## src/rtl/mem_arbiter.sv

```systemverilog
// Two-port arbiter that shares one line-wide memory between an instruction
// side and a data side, alternating grants on ties and idling one cycle after each response.
module mem_arbiter #(
    parameter int ADDR_WIDTH = 16,
    parameter int LINE_WIDTH = 128
) (
    input  logic                  clk,
    input  logic                  reset,

    input  logic                  i_read,
    input  logic                  i_write,
    input  logic [ADDR_WIDTH-1:0] i_address,
    input  logic [LINE_WIDTH-1:0] i_wdata,
    output logic                  i_resp,
    output logic [LINE_WIDTH-1:0] i_rdata,

    input  logic                  d_read,
    input  logic                  d_write,
    input  logic [ADDR_WIDTH-1:0] d_address,
    input  logic [LINE_WIDTH-1:0] d_wdata,
    output logic                  d_resp,
    output logic [LINE_WIDTH-1:0] d_rdata,

    output logic                  pmem_read,
    output logic                  pmem_write,
    output logic [ADDR_WIDTH-1:0] pmem_address,
    output logic [LINE_WIDTH-1:0] pmem_wdata,
    input  logic                  pmem_resp,
    input  logic [LINE_WIDTH-1:0] pmem_rdata
);

    typedef enum logic [1:0] {
        IDLE    = 2'd0,
        SERVE_I = 2'd1,
        SERVE_D = 2'd2,
        RECOVER = 2'd3
    } state_t;

    state_t                state;
    state_t                next_state;
    logic                  last_grant_d;
    logic                  op_write;
    logic [ADDR_WIDTH-1:0] addr_q;
    logic [LINE_WIDTH-1:0] wdata_q;
    logic                  i_pending;
    logic                  d_pending;
    logic                  grant_i;
    logic                  grant_d;
    logic                  serving;

    assign i_pending = i_read | i_write;
    assign d_pending = d_read | d_write;

    // On a tie the side that did not win last time is granted.
    assign grant_i = (state == IDLE) && i_pending && (!d_pending || last_grant_d);
    assign grant_d = (state == IDLE) && d_pending && (!i_pending || !last_grant_d);

    // NOTE: sequential state uses non-blocking assignments so every register
    // samples the pre-edge values, independent of process ordering.
    always_ff @(posedge clk or posedge reset) begin
        if (reset) begin
            state <= IDLE;
        end else begin
            state <= next_state;
        end
    end

    always_ff @(posedge clk or posedge reset) begin
        if (reset) begin
            last_grant_d <= 1'b1;
            op_write     <= 1'b0;
            addr_q       <= '0;
            wdata_q      <= '0;
        end else if (grant_i) begin
            last_grant_d <= 1'b0;
            op_write     <= i_write;
            addr_q       <= i_address;
            wdata_q      <= i_wdata;
        end else if (grant_d) begin
            last_grant_d <= 1'b1;
            op_write     <= d_write;
            addr_q       <= d_address;
            wdata_q      <= d_wdata;
        end
    end

    always_comb begin
        // NOTE: default assignment first, so no path through the case leaves
        // next_state unassigned and no latch is inferred.
        next_state = state;
        case (state)
            IDLE: begin
                if (grant_i)      next_state = SERVE_I;
                else if (grant_d) next_state = SERVE_D;
            end
            SERVE_I: if (pmem_resp) next_state = RECOVER;
            SERVE_D: if (pmem_resp) next_state = RECOVER;
            RECOVER: next_state = IDLE;
            default: next_state = IDLE;
        endcase
    end

    always_comb begin
        serving    = (state == SERVE_I) || (state == SERVE_D);
        pmem_read  = serving && !op_write;
        pmem_write = serving && op_write;
        i_resp     = pmem_resp && (state == SERVE_I);
        d_resp     = pmem_resp && (state == SERVE_D);
    end

    assign pmem_address = addr_q;
    assign pmem_wdata   = wdata_q;
    assign i_rdata      = pmem_rdata;
    assign d_rdata      = pmem_rdata;

endmodule

```

## config.mk

```make
export PLATFORM = sky130hd
export DESIGN_NAME = mem_arbiter
export DESIGN_NICKNAME = d
export VERILOG_FILES = /design/src/rtl/mem_arbiter.sv
export SDC_FILE = /design/constraint.sdc
export NUM_CORES = 1
export LEC_CHECK = 0
export CORE_AREA = 2 2 318 320
export DETAILED_ROUTE_END_ITERATION = 7
export DIE_AREA = 0 0 320 322
export GPL_ROUTABILITY_DRIVEN = 0
export PLACE_DENSITY = 0.42
export SYNTH_ARGS = -nofsm -noshare
export SYNTH_HDL_FRONTEND = slang
export SYNTH_SLANG_ARGS = --single-unit
```

## constraint.sdc

```tcl
create_clock -name clk -period 4.53 [get_ports clk]
set_input_delay 0.6795 -clock clk [delete_from_list [all_inputs] [get_ports clk]]
set_output_delay 0.6795 -clock clk [all_outputs]
set_load 0.02 [all_outputs]
```

==> qor.txt <==
Outcome = finished, final reports clean
Crit-path max FO = 4
Fraction of layout cells with a size suffix above 1 = 4.868%
Peak supply drop = 0.4768 mV
Mapped Cells = 1,128
Synthesized net count = 1,554
Hold Crit Class = reg2reg
Area growth, synth to finish = 47.14%
Area of the multi-input gates = 3527 sq um
Vias in the first global route = 9,908
Crit-path max cell delay = 0.78 ns
Setup ws final = 1.554 ns
Number of DRC markers in iteration 0 = 532
Seq cells post-synth = 148
Clk slew on worst S/H paths = 0.07 ns
Ys flop type = dfrtp_1
Slew Limit Fails = 0
CP delay by family, top = buffers and inverters
YS warnings = 0
Die Wd = 320 microns
CP Launch Type = input port
Library cells used by synthesis = 29
Pwr/cell area = 691.3 nW/um^2
Clock latency on the worst-skew pair = 0.50 ns
Fmax = 336.1 MHz
Crit end category = output pin
IO Port Bufs = 442
Vias per cell = 3.626
Setup tns final = 0 ns
Initial antenna violation count = 8
Async S/R FF share, synth = 100.0%
I/O pins = 827
Max Root-Sink Buffers = 2
RSZ-0062 raised after global routing = no
Post-DP HPWL = 34.82 mm
Nets = 1,666
Crit path time final = 2.976 ns
Core area = 99,570 sq um
Crit path DAT = 2.30 ns
Via total after detailed routing = 9,261
Pre-CTS setup slack = 1.509 ns
Post-CTS resize count = 0
Total Routing Usage GR = 9.191%
Gr ovfl total = 0
1st-pass router iterations = 5
Post-CTS Hold Buffers = 0
First-pass GRT wire length = 69.17 mm
Crit-path cells = clkdlybuf4s50_1 -> and2_1 -> clkdlybuf4s50_1
Root buffer cell = clkbuf_16
Die height = 322 microns
Drt drc = 0
Crit share post-route = 65.69%
Final Hold Viols = 0
TritonCTS Sinks = 148
Mapped cell area = 9629 sq um
Drt total wl = 48.68 mm
Die ar. = 103,000 sq um
Clock Skew = 0.01226 ns
Reg area = 3705 sq um
Cell repeated most along the worst path = clkdlybuf4s50_1
Avg Cell Area, Syn = 8.537 sq um
CP max stage cell = clkdlybuf4s50_1
CTS tree = built
Part of the Yosys area used for sequential elements = 38.47%
Crit path buf inv count = 2
Setup bufs post-CTS = 0
Max-capacitance violation count = 0
Slew at the pin closest to its max-slew limit = 1.018 ns
Placement row count = 116
Effective utilization at floorplan = 9.671%
Slew HR = 32.11%
Setup Crit Path Kind = in2out
LEAKAGE = 4.791 nW
Post-synth EDFFs = 0
Pin count of the biggest net entering global routing = 141
Worst EP required = 3.85 ns
# fillers = 11.29k
Htree depth = 4
Num CTS Buffers = 17
DRT antenna net count = 0
Final Setup Violations = 0
Wire length per cell = 19.06 microns
[worst register-to-register path: cells and delay by family (launching register included)]
family	cells	cell delay [ns]
AO/OA/AOI/OAI	2	0.43
adder cells (fa/ha/maj)	1	0.34
buffers and inverters	2	0.82
flip-flops	1	0.41
AND/OR/NAND/NOR	1	0.32
[cell usage after synthesis (2+ instances only)]
library cell / count / area, sq um
buf_6: 7 / 78.83
a41oi_1: 144 / 1261
o21ai_0: 148 / 740.7
and2_1: 3 / 18.77
a21oi_1: 144 / 720.7
buf_2: 23 / 115.1
nand2b_1: 2 / 12.51
a311oi_1: 2 / 17.52
buf_1: 7 / 26.28
dfrtp_1: 147 / 3679
ha_1: 3 / 37.54
nand3_1: 2 / 10.01
o22ai_1: 2 / 12.51
nor2_1: 145 / 544.3
inv_1: 5 / 18.77
buf_4: 258 / 1937
clkbuf_1: 74 / 277.8
[per-stage QoR]
stage          hold WS [ns]  cells  cell area (sq um)  power, mW  util [%]
2_1_floorplan        0.4777   1128               9633      5.871         -
3_3_place_gp         0.4998   2519              13580      8.288     13.64
3_5_place_dp         0.5146   2519              13580      8.341     13.64
4_1_cts              0.5265   2551              14160      9.998     14.22
5_1_grt              0.5638   2552              14160      10.52     14.23
6_report             0.5315   2554              14170      9.794     14.23
[final cells by class]
| class | count | share of cell area, % |
|---|---|---|
| repair buffers | 462 | 33.17 |
| flip-flops and latches | 148 | 26.15 |
| multi-input cells | 606 | 24.89 |
| well taps | 1298 | 11.46 |
| clock buffers | 17 | 3.002 |
| clock inverters | 15 | 1.113 |
| inverters | 5 | 0.1590 |
| diodes | 3 | 0.05298 |
[report_power, final]
group / leakage, nW / switching, mW / internal, mW
sequential: 1.65 / 0.429 / 2.01
clock: 0.288 / 0.747 / 0.783
combinational: 2.86 / 3.51 / 2.31
total: 4.79 / 4.69 / 5.11
[final timing paths]
| kind | from | to | slack, ns | depth (start not counted) |
|---|---|---|---|---|
| max | pmem_resp | d_resp | 1.55 | 3 |
| min | pmem_wdata[102] | pmem_wdata[102] | 0.53 | 2 |
| max reg2reg | state[0] | state[0] | 2.10 | 6 |
| min reg2reg | pmem_wdata[102] | pmem_wdata[102] | 0.53 | 2 |
| max in group asynchronous | reset | pmem_wdata[92] | 3.32 | 3 |
| min in group asynchronous | reset | pmem_wdata[53] | 0.65 | 3 |
[logic make-up (layout without fill, tap and decap cells)]
group                    Yosys count  after routing  synth area share, %
AND/OR/NAND/NOR                  156            156                6.367
adder cells (fa/ha/maj)            3              3               0.3899
flip-flops                       148            148                38.47
AO/OA/AOI/OAI                    447            447                29.29
other                              0              3                    0
buffers and inverters            374            499                25.48
[cell usage in the layout (no fill, tap or decap), types with 2 or more instances in the layout]
cell / netlist / final
o21ai_0: 148 / 147
a21oi_1: 144 / 144
inv_8: 0 / 4
and2_1: 3 / 3
a41oi_1: 144 / 144
buf_12: 0 / 10
inv_6: 0 / 8
dfrtp_1: 147 / 147
inv_1: 5 / 4
nand3_1: 2 / 2
nand2b_1: 2 / 2
buf_4: 258 / 10
clkinvlp_4: 0 / 2
nor2_1: 145 / 145
diode_2: 0 / 3
ha_1: 3 / 2
clkdlybuf4s50_1: 0 / 442
o22ai_1: 2 / 2
clkbuf_16: 0 / 17
a311oi_1: 2 / 2
[metal layers]
layer  vias up  routed length (microns)  share of wire, %  track usage, %
li1       4025                        -                 -               -
met1      4456                    18690                38           9.983
met2       621                    20980                43           13.47
met3       143                     6414                13           5.609
met4        16                     2429               5.0           5.634
met5         -                      161              0.33          0.5674
[state kept, by name, summed over array words and instances (netlist names)]
signal,count
last_grant_d,1
op_write,1
pmem_address,16
pmem_wdata,128
state,2
Power figures use the tool's default switching activity.
